==> src/rtl/fetch_stall_ctrl.sv <==
// rtl/fetch_stall_ctrl.sv - fetch stall / hazard controller with MDU busy timer and stall counter
module fetch_stall_ctrl #(
    parameter int MULT_LAT = 5,
    parameter int DIV_LAT  = 10,
    parameter int CNT_W    = 4
) (
    input  logic        clk,
    input  logic        reset,
    input  logic [4:0]  D_rs_addr,
    input  logic [4:0]  D_rt_addr,
    input  logic [1:0]  D_tuse_rs,
    input  logic [1:0]  D_tuse_rt,
    input  logic        D_is_md,
    input  logic [4:0]  E_dst,
    input  logic [1:0]  E_tnew,
    input  logic [4:0]  M_dst,
    input  logic [1:0]  M_tnew,
    input  logic        E_md_start,
    input  logic        E_md_isdiv,
    output logic        PC_en,
    output logic        D_en,
    output logic        E_flush,
    output logic        md_busy,
    output logic [31:0] stall_cnt
);

    logic [CNT_W-1:0] cnt;
    logic             rs_e;
    logic             rs_m;
    logic             rt_e;
    logic             rt_m;
    logic             md_hz;
    logic             stall;

    // A consumer stalls only when its operand is needed before the producer can forward it.
    always_comb begin
        rs_e    = (D_rs_addr != 5'd0) && (D_rs_addr == E_dst) && (D_tuse_rs < E_tnew);
        rs_m    = (D_rs_addr != 5'd0) && (D_rs_addr == M_dst) && (D_tuse_rs < M_tnew);
        rt_e    = (D_rt_addr != 5'd0) && (D_rt_addr == E_dst) && (D_tuse_rt < E_tnew);
        rt_m    = (D_rt_addr != 5'd0) && (D_rt_addr == M_dst) && (D_tuse_rt < M_tnew);
        md_busy = E_md_start || (cnt != '0);
        md_hz   = D_is_md && md_busy;
        stall   = rs_e || rs_m || rt_e || rt_m || md_hz;
        PC_en   = !stall;
        D_en    = !stall;
        E_flush = stall;
    end

    // A start arriving while the timer runs is ignored; the count is never reloaded or extended.
    always_ff @(posedge clk or posedge reset) begin
        if (reset) begin
            cnt <= '0;
        end else if (E_md_start && (cnt == '0)) begin
            cnt <= E_md_isdiv ? CNT_W'(DIV_LAT) : CNT_W'(MULT_LAT);
        end else if (cnt != '0) begin
            cnt <= cnt - 1'b1;
        end
    end

    always_ff @(posedge clk or posedge reset) begin
        if (reset) begin
            stall_cnt <= 32'd0;
        end else if (stall) begin
            stall_cnt <= stall_cnt + 32'd1;
        end
    end

endmodule

==> config.mk <==
export PLATFORM = sky130hd
export DESIGN_NAME = fetch_stall_ctrl
export DESIGN_NICKNAME = d
export VERILOG_FILES = /design/src/rtl/fetch_stall_ctrl.sv
export SDC_FILE = /design/constraint.sdc
export NUM_CORES = 1
export LEC_CHECK = 0
export ABC_AREA = 1
export CAP_MARGIN = 40
export CORE_MARGIN = 3
export CORE_UTILIZATION = 30
export CTS_BUF_LIST = sky130_fd_sc_hd__clkbuf_4 sky130_fd_sc_hd__clkbuf_8
export CTS_CLUSTER_DIAMETER = 200
export DETAILED_ROUTE_END_ITERATION = 16
export PLACE_DENSITY = 0.51
export SETUP_SLACK_MARGIN = 0.05
export SLEW_MARGIN = 20
export SYNTH_ARGS = -nofsm -noshare
export SYNTH_HDL_FRONTEND = slang
export SYNTH_SLANG_ARGS = --single-unit
==> constraint.sdc <==
create_clock -name clk -period 2.3 [get_ports clk]
set_clock_uncertainty 0.2 [all_clocks]
set_input_delay 0.345 -clock clk [delete_from_list [all_inputs] [get_ports clk]]
set_output_delay 0.345 -clock clk [all_outputs]
set_load 0.005 [all_outputs]
==> impl_table.tex <==
\begin{tabular}{lr}
\hline
Metric & Value \\
\hline
\multicolumn{2}{l}{\textbf{Yosys}} \\
Cell variety after synth & 32 \\
Most common flop cell mapped by yosys & dfrtp\_1 \\
Post-synthesis share of cell area spent on full adders, half adders and majority gates & 0.0292 \\
Async SR Flop Fraction & 1.00 \\
Total nets after synthesis & 487 \\
Top cells by area, synth & dfrtp\_1, nand2\_1, nand4\_1 \\
Number of warnings reported in the yosys synthesis log & 0 \\
Synth cell count leaders & nand2\_1, inv\_1, nand4\_1 \\
Top-count cell post-synth & nand2\_1 \\
Number of enable-type register cells in the synthesized netlist & 0 \\
Post-synthesis instance area & 3000 µm² \\
Multiplexer share of the synthesized area & 0 \\
Synth Area per Inst & 6.70 µm² \\
Post-Synthesis Cells & 447 \\
Area share of xor/xnor cells in the synthesized design & 0.0789 \\
Largest family of logic cells by synthesized area & simple AND/OR/NAND/NOR gates \\
Share of the synthesized area in compound gates (AO/OA/AOI/OAI) & 0.0301 \\
Area share of and/or/nand/nor cells after synthesis & 0.452 \\
Synth top area share & 0.301 \\
Share of the yosys chip area belonging to registers & 0.301 \\
Library cell with the largest summed area after synthesis & dfrtp\_1 \\
Number of register bits inferred by synthesis & 36 \\
\multicolumn{2}{l}{\textbf{Placed design}} \\
Buffers on Ports & 68 \\
Placed Area & 3890 µm² \\
Total half-perimeter wirelength after legalization and detailed placement & 6770 µm \\
Routability cong. & 0.849 \\
Placed Cells incl. Taps & 652 \\
\multicolumn{2}{l}{\textbf{GRT}} \\
Total global-route track usage & 0.160 \\
Vias in the first global route & 3010 \\
Antenna violations before repair & 0 \\
Largest net degree at the start of global routing & 37 \\
First-pass GRT wire length & approximately 15000 µm \\
Overflow left after global routing & 0 \\
\multicolumn{2}{l}{\textbf{Routing}} \\
Vias after detailed routing & 3096 \\
Remaining antenna violation count & 0 \\
Number of search-and-repair iterations in the first detailed-routing pass & 4 \\
DR iter-0 viols & 94 \\
Wire length per cell & 13.3 µm \\
DRC violation count after routing & 0 \\
Via/cell ratio & 4.68 \\
Total wirelength of the detailed-routed design & 8810 µm \\
\multicolumn{2}{l}{\textbf{Power and ir drop}} \\
Reported leakage power & about 2 nW \\
Worst IR Drop VDD & 0.415 mV \\
Pwr/cell area & 531 nW/µm² \\
\multicolumn{2}{l}{\textbf{Timing}} \\
Worst-case hold slack & around 270 ps \\
RSZ-0062 raised after global routing & true \\
Final hold violations & 0 \\
Number of slew-limit violations in the final report & 0 \\
Final worst path period share & 0.947 \\
Transition time at the pin with the least slew margin & about 470 ps \\
Relative slew slack & 0.685 \\
Top achievable clock speed & between 400 and 500 MHz \\
Time the worst path needs with I/O delays and setup & 2180 ps \\
Number of setup violations in the final report & 0 \\
\multicolumn{2}{l}{\textbf{Run status}} \\
Outcome & completed \\
\multicolumn{2}{l}{\textbf{Clocking}} \\
CTS tree & yes \\
Quantity of hold-fixing buffers added after cts & 0 \\
Number of sinks driven by the clock tree & 36 \\
CTS H-Tree Depth & 2 \\
Clock slew seen by the registers of the worst setup and hold paths & $\sim$80 ps \\
CTS buffer count & 5 \\
Library cell used as clock root buffer & clkbuf\_8 \\
Clock Path Buffers & 2 \\
Insertion delay to the later sink of the worst-skew pair & 290 ps \\
\multicolumn{2}{l}{\textbf{Floorplan}} \\
Top-level port count & 69 \\
Y dimension of the die & 106 µm \\
Site row count & 35 \\
Core region area & 9460 µm² \\
Die Area & 11200 µm² \\
Initial standard-cell utilization of the core & 0.317 \\
Die width & 106 µm \\
\multicolumn{2}{l}{\textbf{Critical path}} \\
Reg2Reg Depth & 13 \\
Cell Chain, Critical Path & clkdlybuf4s50\_1, inv\_1, nand2\_1, nand2\_1, a21oi\_2, nand3\_1, nand2\_1, nand2\_2, nand3\_4, inv\_2, buf\_2 \\
Nature of the critical path startpoint & primary input \\
Class of the most critical setup path & in -> out \\
Capturing point of the worst reg2reg path & stall\_cnt[25] \\
CP Capture Type & primary output \\
Standard cell with the maximum stage delay on the critical path & clkdlybuf4s50\_1 \\
Beginning of the worst register-to-register path & cnt[0] \\
Delay of the slowest critical-path stage & 480 ps \\
Arrival time worst endpoint & 1630 ps \\
Data required time of the critical path & 1750 ps \\
Most prevalent standard cell on the critical path & nand2\_1 \\
Highest net fanout along the worst path & 3 \\
Reg-to-reg setup timing slack & slightly above 300 ps \\
\multicolumn{2}{l}{\textbf{Finish}} \\
Share of cells above drive strength 1 & 0.135 \\
Layout net count & 573 \\
Fin util & 0.431 \\
Total non-filler cell area in the finished layout & 4070 µm² \\
Relative area change from synthesis to final layout & 36.0\% \\
Count of inserted antenna diode cells & 0 \\
Combined flip-flop and latch cell area & around 900 µm² \\
Multi-input gate area in the final layout & 1830 µm² \\
Fin cells & 662 \\
Number of fill cells in the layout & 1053 \\
\multicolumn{2}{l}{\textbf{Job}} \\
Max-Cap Viols & 0 \\
\multicolumn{2}{l}{\textbf{Worst hold path}} \\
Classification of the worst-slack hold path & in -> async \\
\hline
\end{tabular}
-- critical path, delay by kind of cell --
kind	cells	cell delay [ps]
buffers and inverters	4	720
and+or+nand+nor	6	460
AOI/OAI and AO/OA	1	110
-- metrics by stage --
stage	setup slack (ps)	power, mW	TNS (ps)
after global placement	-530	1.60	-4190
final	121	2.16	0
after CTS	51.2	2.18	0
after global routing	3.68	2.34	0
after detailed placement	-563	1.63	-5030
after floorplan	186	1.25	0
-- cell type report --
type	count	area share
clock buffers	7	0.0237
repair buffers	92	0.211
well taps	129	0.0396
flip-flops and latches	36	0.221
inverters	60	0.0553
multi-input cells	338	0.449
-- power by group --
| part | leakage (nW) | internal (mW) | switching [mW] |
|---|---|---|---|
| logic | 1.50 | 0.409 | 0.448 |
| registers | 0.488 | 0.718 | 0.0947 |
| clock network | 0.0503 | 0.267 | 0.227 |
-- cell usage in the layout (no fill, tap or decap), drive strengths merged, types with 12 or more instances in the layout --
cell type / instances
nand2: 168
dlygate4sd2: 12
dfrtp: 36
buf: 27
inv: 60
clkdlybuf4s50: 42
nor3: 22
nand3: 20
xor2: 19
nand4: 37
nor2: 33
-- metal layers --
layer	up-vias	routed length [µm]	GRT usage
met2	76	4160	0.264
li1	1595	-	-
met3	2	436	0.0237
met5	-	0	0
met1	1423	4170	0.226
met4	0	38	0.0296
-- state kept, by name, indices dropped and copies added (netlist names) --
register	flops
stall_cnt	32
cnt	4
-- worst max path at each step --
stage                        to  cells past startpoint    startpoint
final                      D_en                     11      E_dst[3]
after global routing       D_en                     11        cnt[0]
after CTS                  D_en                     10  D_rs_addr[1]
after detailed placement  PC_en                     11     M_tnew[1]
after global placement     D_en                     11     M_tnew[1]
after floorplan           PC_en                     12        cnt[0]
-- logic make-up (layout without fill, tap and decap cells) --
| family | after synthesis | count (layout) |
|---|---|---|
| fa+ha+maj | 7 | 7 |
| compound gates | 15 | 15 |
| xor+xnor | 27 | 27 |
| simple gates | 289 | 289 |
| flops | 36 | 36 |
| buf+inv | 73 | 159 |
-- timing repair --
item	CTS	global route
setup endpoints to repair	4	4
pin swaps	11	6
setup buffers	2	1
gates resized for setup	44	15
No activity file was read; power rests on OpenSTA's default activity.
